**config.mk**
```make
export PLATFORM = sky130hd
export DESIGN_NAME = pipelined_barrel_shifter
export DESIGN_NICKNAME = d
export VERILOG_FILES = /design/src/rtl/shifter_pkg.sv /design/src/rtl/shift_stage.sv /design/src/rtl/pipelined_barrel_shifter.sv
export SDC_FILE = /design/constraint.sdc
export NUM_CORES = 1
export LEC_CHECK = 0
export ABC_AREA = 1
export ABC_CLOCK_PERIOD_IN_PS = 1600
export CAP_MARGIN = 25
export CORE_MARGIN = 1
export CORE_UTILIZATION = 45
export DETAILED_ROUTE_END_ITERATION = 10
export GPL_TIMING_DRIVEN = 1
export PLACE_DENSITY_LB_ADDON = 0.25
export SETUP_SLACK_MARGIN = 0.15
export SLEW_MARGIN = 30
export SYNTH_ARGS = -nofsm -noshare
export SYNTH_HDL_FRONTEND = slang
export SYNTH_SLANG_ARGS = --single-unit
```
**constraint.sdc**
```tcl
create_clock -name clk -period 1.6 [get_ports clk]
set_clock_uncertainty 0.15 [all_clocks]
set_input_delay 0.32 -clock clk [delete_from_list [all_inputs] [get_ports clk]]
set_output_delay 0.32 -clock clk [all_outputs]
set_load 0.01 [all_outputs]
```
**src/rtl/shifter_pkg.sv**
```systemverilog
// Shared definitions for the pipelined barrel shifter: operation encodings.
package shifter_pkg;

  localparam int SHIFT_OP_W = 2;

  localparam logic [SHIFT_OP_W-1:0] SHIFT_OP_SLL = 2'b00;
  localparam logic [SHIFT_OP_W-1:0] SHIFT_OP_SRL = 2'b01;
  localparam logic [SHIFT_OP_W-1:0] SHIFT_OP_SRA = 2'b10;
  localparam logic [SHIFT_OP_W-1:0] SHIFT_OP_ROL = 2'b11;

endpackage

```
**src/rtl/shift_stage.sv**
```systemverilog
// One log-shifter stage: conditional shift/rotate by DIST, plus the payload
// register and valid flag that hold while the downstream slot is blocked.
module shift_stage
  import shifter_pkg::*;
#(
  parameter int WIDTH = 32,
  parameter int DIST = 1,
  parameter int TAG_W = 5,
  localparam int SHAMT_W = $clog2(WIDTH),
  localparam int BIT = $clog2(DIST)
) (
  input  logic                  clk,
  input  logic                  reset,
  input  logic                  advance,
  input  logic                  up_valid,
  input  logic [WIDTH-1:0]      up_data,
  input  logic [SHAMT_W-1:0]    up_shamt,
  input  logic [SHIFT_OP_W-1:0] up_op,
  input  logic                  up_fill,
  input  logic [TAG_W-1:0]      up_tag,
  output logic                  valid,
  output logic [WIDTH-1:0]      data,
  output logic [SHAMT_W-1:0]    shamt,
  output logic [SHIFT_OP_W-1:0] op,
  output logic                  fill,
  output logic [TAG_W-1:0]      tag
);

  logic [WIDTH-1:0] shifted;

  always_comb begin
    shifted = up_data;
    if (up_shamt[BIT]) begin
      case (up_op)
        SHIFT_OP_SLL: shifted = up_data << DIST;
        SHIFT_OP_SRL: shifted = up_data >> DIST;
        SHIFT_OP_SRA: shifted = {{DIST{up_fill}}, up_data[WIDTH-1:DIST]};
        default:      shifted = {up_data[WIDTH-DIST-1:0], up_data[WIDTH-1:WIDTH-DIST]};
      endcase
    end
  end

  // Payload only loads with a real beat, so idle slots never capture X or
  // garbage and a blocked output keeps its data steady.
  always_ff @(posedge clk or negedge reset) begin
    if (!reset) begin
      valid <= 1'b0;
      data  <= '0;
      shamt <= '0;
      op    <= '0;
      fill  <= 1'b0;
      tag   <= '0;
    end else if (advance) begin
      valid <= up_valid;
      if (up_valid) begin
        data  <= shifted;
        shamt <= up_shamt;
        op    <= up_op;
        fill  <= up_fill;
        tag   <= up_tag;
      end
    end
  end

endmodule

```
**src/rtl/pipelined_barrel_shifter.sv**
```systemverilog
// Pipelined log-shifter (SLL/SRL/SRA/ROL) with valid/ready back-pressure;
// one register stage per shift-amount bit, tag carried alongside the data.
module pipelined_barrel_shifter
  import shifter_pkg::*;
#(
  parameter int WIDTH = 32,
  parameter int TAG_W = 5,
  localparam int SHAMT_W = $clog2(WIDTH)
) (
  input  logic                  clk,
  input  logic                  reset,
  input  logic                  in_valid,
  output logic                  in_ready,
  input  logic [WIDTH-1:0]      in_data,
  input  logic [SHAMT_W-1:0]    in_shamt,
  input  logic [SHIFT_OP_W-1:0] in_op,
  input  logic [TAG_W-1:0]      in_tag,
  output logic                  out_valid,
  input  logic                  out_ready,
  output logic [WIDTH-1:0]      out_data,
  output logic [TAG_W-1:0]      out_tag
);

  // Element k is the input of stage k; element SHAMT_W is the block output.
  logic [SHAMT_W:0]        valid_pipe;
  logic [WIDTH-1:0]        data_pipe  [SHAMT_W+1];
  logic [SHAMT_W-1:0]      shamt_pipe [SHAMT_W+1];
  logic [SHIFT_OP_W-1:0]   op_pipe    [SHAMT_W+1];
  logic                    fill_pipe  [SHAMT_W+1];
  logic [TAG_W-1:0]        tag_pipe   [SHAMT_W+1];
  logic [SHAMT_W-1:0]      ready_vec;
  logic                    chain;

  assign valid_pipe[0] = in_valid;
  assign data_pipe[0]  = in_data;
  assign shamt_pipe[0] = in_shamt;
  assign op_pipe[0]    = in_op;
  assign fill_pipe[0]  = in_data[WIDTH-1];
  assign tag_pipe[0]   = in_tag;

  // ready_k = !valid_k || ready_{k+1}, unrolled from the output end so the
  // chain only depends on registered valids.
  always_comb begin
    chain     = out_ready;
    ready_vec = '0;
    for (int k = SHAMT_W - 1; k >= 0; k--) begin
      chain        = !valid_pipe[k+1] || chain;
      ready_vec[k] = chain;
    end
  end

  for (genvar k = 0; k < SHAMT_W; k++) begin : g_stage
    shift_stage #(
      .WIDTH (WIDTH),
      .DIST  (1 << k),
      .TAG_W (TAG_W)
    ) u_stage (
      .clk      (clk),
      .reset    (reset),
      .advance  (ready_vec[k]),
      .up_valid (valid_pipe[k]),
      .up_data  (data_pipe[k]),
      .up_shamt (shamt_pipe[k]),
      .up_op    (op_pipe[k]),
      .up_fill  (fill_pipe[k]),
      .up_tag   (tag_pipe[k]),
      .valid    (valid_pipe[k+1]),
      .data     (data_pipe[k+1]),
      .shamt    (shamt_pipe[k+1]),
      .op       (op_pipe[k+1]),
      .fill     (fill_pipe[k+1]),
      .tag      (tag_pipe[k+1])
    );
  end

  assign in_ready  = ready_vec[0];
  assign out_valid = valid_pipe[SHAMT_W];
  assign out_data  = data_pipe[SHAMT_W];
  assign out_tag   = tag_pipe[SHAMT_W];

  logic unused_tail;
  assign unused_tail = ^{shamt_pipe[SHAMT_W], op_pipe[SHAMT_W], fill_pipe[SHAMT_W]};

endmodule

```
Yosys cells after proc, flatten, opt, wreduce, memory -nomap -nowiden
Index checks and enable logic that the tools add are counted.
{"block": "totals", "regBits": 222, "latch_bits": 0, "ram_bits": 0, "romBits": 0, "in_bits": 48, "output_inout_bits": 39, "wordCells": 67, "n_memories": 0}
{"block": "op_classes", "addsub": 0, "n_mul": 0, "n_div": 0, "magnitude_cmp": 0, "n_eq_ne": 10, "shift": 0, "mux": 10, "n_bitwise": 0, "n_reduce_logical": 20}
{"cell": "$pmux W32 S3", "count": 5}
{"cell": "$mux W32", "count": 5}
{"cell": "$eq A2 B1 Y1 const B", "count": 5}
{"cell": "$eq A2 B2 Y1 const B", "count": 5}
{"cell": "$logic_not A2 Y1", "count": 5}
{"cell": "$reduce_and A2 Y1", "count": 5}
{"cell": "$logic_not A1 Y1", "count": 5}
{"cell": "$logic_or A1 B1 Y1", "count": 5}

Longest topological paths before layout
{"block": "logic_depth", "depth_word": 7, "mapped_depth": 10, "depth_no_buf": 8}

By module
From an unflattened synthesis, not the netlist that was laid out.
{"block": "unflattened", "cells_unflattened": 1608, "hier_area_um2": 12664.6}
{"mod": "shift_stage (g_stage[1].u_stage)", "n_inst": 1, "cells_per_inst": 337, "area_each_um2": 2732.6, "seq_area_each_um2": 1151.1}
{"mod": "shift_stage (g_stage[0].u_stage)", "n_inst": 1, "cells_per_inst": 337, "area_each_um2": 2657.5, "seq_area_each_um2": 1151.1}
{"mod": "shift_stage (g_stage[3].u_stage)", "n_inst": 1, "cells_per_inst": 322, "area_each_um2": 2518.7, "seq_area_each_um2": 1151.1}
{"mod": "shift_stage (g_stage[2].u_stage)", "n_inst": 1, "cells_per_inst": 333, "area_each_um2": 2451.1, "seq_area_each_um2": 1151.1}
{"mod": "shift_stage (g_stage[4].u_stage)", "n_inst": 1, "cells_per_inst": 269, "area_each_um2": 2257.2, "seq_area_each_um2": 1151.1}
{"mod": "pipelined_barrel_shifter", "n_inst": 1, "cells_per_inst": 10, "area_each_um2": 47.5, "seq_area_each_um2": 0.0}

Least setup slack after synthesis
No wires, ideal clock.
{"block": "synth_path", "path_kind": "register to register", "start": "register g_stage[4].u_stage.valid", "end": "register g_stage[4].u_stage.data[10]", "arrival_time_ps": 1273, "required_time_ps": 1326, "slack_ps": 53, "path_stages_with_launch": 9, "n_path_buf": 2, "synth_period_minus_slack_ps": 1547, "cell_sequence": "dfrtp_1 -> nand2_1 -> inv_2 -> nor2_4 -> inv_2 -> buf_2 -> buf_2 -> a21oi_1 -> a21oi_1"}
{"block": "synth_between", "elab_chain_cells": 3}
{"element": "start, declared", "line_no": "shift_stage.sv:21", "source": "output logic valid,"}
{"element": "start signal, assigned", "line_no": "shift_stage.sv:54", "source": "valid <= up_valid;"}
{"element": "$logic_not A1 Y1", "line_no": "pipelined_barrel_shifter.sv:47", "source": "chain = !valid_pipe[k+1] || chain;"}
{"element": "$logic_or A1 B1 Y1", "line_no": "pipelined_barrel_shifter.sv:47"}
{"element": "$reduce_and A2 Y1 (no source line)"}
{"element": "end signal, assigned", "line_no": "shift_stage.sv:56", "source": "data <= shifted;"}
{"element": "end, declared", "line_no": "shift_stage.sv:22", "source": "output logic [WIDTH-1:0] data,"}
No other way between the ends.
A chain may end at the register's enable or synchronous reset.

Worst setup path in the final report
{"block": "layout_path", "start": "register g_stage[2].u_stage.valid", "end": "output port in_ready"}
{"block": "layout_between", "elab_chain_cells": 4}
{"element": "start, declared", "line_no": "shift_stage.sv:21"}
{"element": "start signal, assigned", "line_no": "shift_stage.sv:54"}
{"element": "$logic_not A1 Y1", "line_no": "pipelined_barrel_shifter.sv:47"}
{"element": "$logic_or A1 B1 Y1 (3 in series)", "line_no": "pipelined_barrel_shifter.sv:47"}
{"element": "end, declared", "line_no": "pipelined_barrel_shifter.sv:13", "source": "output logic in_ready,"}
No other way between the ends.

==> flow_metrics.py <==
metrics = {
    "outcome": {
        "status": "complete, but fails checks",
        "violations": "setup timing",
    },
    "cells_and_area": {
        "layout_commonest_cell": "nand2_1",
        "drive_gt1_share_pct": 14.1,
        "fin_area_um2": 14700,
        "area_delta_synth_final_pct": 25.1,
        "antenna_cells": 0,
        "nNetsFinal": 1863,
        "layout_common_cells": "618 x nand2_1, 210 x dfrtp_1, 195 x nand3_1, 176 x inv_1, 128 x nor2_1",
    },
    "worst_setup_path": {
        "rr_endpoint": "g_stage[3].u_stage.data[24]",
        "cp.required_ns": 1.13,
        "r2r_start": "g_stage[4].u_stage.valid",
        "crit_buf_inv": 1,
        "r2r_slack_ns": -0.20,
        "reg2regPathDepth": 8,
        "slowest_stage": "dfrtp_1",
        "path_class": "flop to output pin",
        "cp_max_fo": 3,
        "cp-start-kind": "flop",
        "cp_num_cells": 4,
        "cpPeakStageDelay_ns": 0.40,
        "critPathArrivalTime_ns": 1.36,
        "end_kind": "output pin",
        "cp_cell_sequence": "nand4_4 -> nor2_4 -> nand2_4 -> buf_6",
        "cpLargestDelayFamily": "flip-flops",
    },
    "floorplan": {
        "die_w_um": 164,
        "core_area_um2": 25400,
        "die_area_um2": 26800,
        "start_util_pct": 46.3,
        "rows": 58,
        "fp.dieH_um": 164,
        "ios": 87,
    },
    "synth": {
        "ys_seq_area_share_pct": 45.1,
        "synth_fp_nets": 1766,
        "ys_types": 22,
        "avgSynthCellArea_um2": 6.84,
        "yosysTopAreaCell": "dfrtp_1",
        "yosys.area.top_type_share_pct": 45.1,
        "ys_ff_latch": 212,
        "yosysWarnings": 0,
        "synthTopCellsByArea": "dfrtp_1 45%, nand2_1 20%, nand3_1 8.3%",
        "netlist_area_um2": 11800,
        "synthesis.instances": 1718,
    },
    "global_routing": {
        "antenna_found_initial": 0,
        "grt_first_pass_wirelength_um": 50600,
        "grt.total_usage_pct": 23.1,
        "grt_max_degree": 58,
        "overflow": 0,
        "grt_pass1_vias": 10400,
    },
    "clock_tree": {
        "h-tree-depth": 1,
        "cts_tree": "done",
        "cts-root-buf": "clkbuf_16",
        "clock_latency_ns": 0.52,
        "clock_sinks": 212,
        "cts_made_buffers": 24,
        "clk_pin_slew_ns": 0.07,
        "clockBufferDepth": 3,
    },
    "route": {
        "wire_per_inst_um": 14.7,
        "drtIter0Drc": 981,
        "vias_per_cell": 5.08,
        "drc": 0,
        "drtAntennaViolNets": 0,
        "num_vias": 11000,
        "first_pass_iters": 5,
        "wirelength_um": 31800,
    },
    "power": {
        "ir_drop_mv": 1.10,
        "p_total_mw": 24.5,
        "power_density_nw_per_um2": 1660,
        "p_leak_nw": 7.66,
    },
    "sta": {
        "finalHoldViolCount": 0,
        "slew_viol_final": 0,
        "setup_violations": 102,
        "grt_setup_unrepaired": "yes",
        "finalCritPeriodShare_pct": 114,
        "relSlewSlack_pct": 73.9,
        "setup_tns_ns": -6.66,
        "layout_min_cycle_time_ns": 1.83,
        "worstMarginPinSlew_ns": 0.391,
        "worst_slack_ns": -0.229,
        "timing.fmax_ghz": 0.547,
    },
    "hold_path": {
        "min-delay-path-class": "primary input to asynchronous set/reset pin",
    },
    "run": {
        "cap_violations": 0,
    },
    "placed_design": {
        "place.detailed.hpwl_um": 20300,
        "dpl_cell_area_um2": 13200,
        "place_congestion": 0.866,
        "io_buffer_count": 86,
    },
}
cell type report:
type / instances / area (um2)
clock buffers: 34 / 688
fillers: 2336 / 10700
multi-input cells: 1186 / 5270
well taps: 330 / 413
repair buffers: 204 / 2220
clock inverters: 8 / 57.6
repair inverters: 1 / 6.26
flip-flops and latches: 212 / 5310
inverters: 186 / 731
Yosys cell counts:
cell and n:
clkbuf_2 1, buf_4 38, nor2_1 137, nor2_4 3, dfrtp_1 212, o21ai_0 71, o211ai_1 8, nand3_1 195
nand2_1 626, nand4_2 1, a21oi_1 119, buf_2 34, a31oi_2 1, inv_1 179, o21ai_1 15, xor2_1 1
nand2_2 2, or2_2 1, clkbuf_1 50, nand3b_1 6, buf_1 11, inv_2 7
flip-flops by register name (all words and copies together), names as in the netlist:
name                   flops
g_stage.u_stage.data     160
g_stage.u_stage.valid      5
g_stage.u_stage.fill       4
g_stage.u_stage.op         8
g_stage.u_stage.shamt     10
g_stage.u_stage.tag       25
worst reg2reg max path, delay by kind of cell, from the launching register on:
kind            cells  cell delay [ns]
compound gates      3             0.41
flops               1             0.39
buf+inv             3             0.43
simple gates        2             0.27
cell families (layout without fill, tap and decap cells):
group	after synthesis	in the layout	share of synthesized area (%)
AOI/OAI and AO/OA	214	214	9.35
xor gates and xnor gates	1	1	0.0746
buffers and inverters	320	433	11.8
DFF	212	212	45.1
and+or+nand+nor	971	971	33.6
metal layers:
layer / global-route usage (%) / vias to the layer above / routed length, um
met5: 0 / - / 0
met4: 8.12 / 0 / 897
met3: 2.44 / 62 / 1160
met2: 39.1 / 278 / 15600
met1: 30.7 / 5091 / 14100
li1: - / 5539 / -
metrics by stage:
stage	instances	worst slack, ns	utilization, %	hold slack, ns
after global routing	2161	-0.282	57.9	0.151
final	2161	-0.229	57.9	0.129
after global placement	2065	-0.601	51.8	0.108
after floorplan	1718	0.126	-	-0.126
after detailed placement	2065	-0.603	51.8	0.109
after CTS	2142	-0.256	55.9	0.123
what timing repair did:
action                                  CTS  global route
gates resized for setup                 187            62
gates cloned                              4            12
pin swaps                                 7             7
hold buffers                              1             0
endpoints found under the setup margin  193           245
endpoints found under the hold margin   212             0
buffers inserted                         30             7
worst max-delay path by stage:
stage,slack (ns),end,start
final,-0.23,in_ready,g_stage[2].u_stage.valid
after global routing,-0.28,in_ready,g_stage[2].u_stage.valid
after CTS,-0.26,in_ready,g_stage[4].u_stage.valid
after detailed placement,-0.60,in_ready,out_ready
after global placement,-0.60,in_ready,out_ready
after floorplan,0.13,g_stage[4].u_stage.data[10],g_stage[4].u_stage.valid
report_power, final:
part           switching, mW  internal [mW]
combinational           6.11           4.39
sequential              1.49           7.29
clock                   2.20           3.00
total                   9.80           14.7
(Power assumes the default switching activity.)
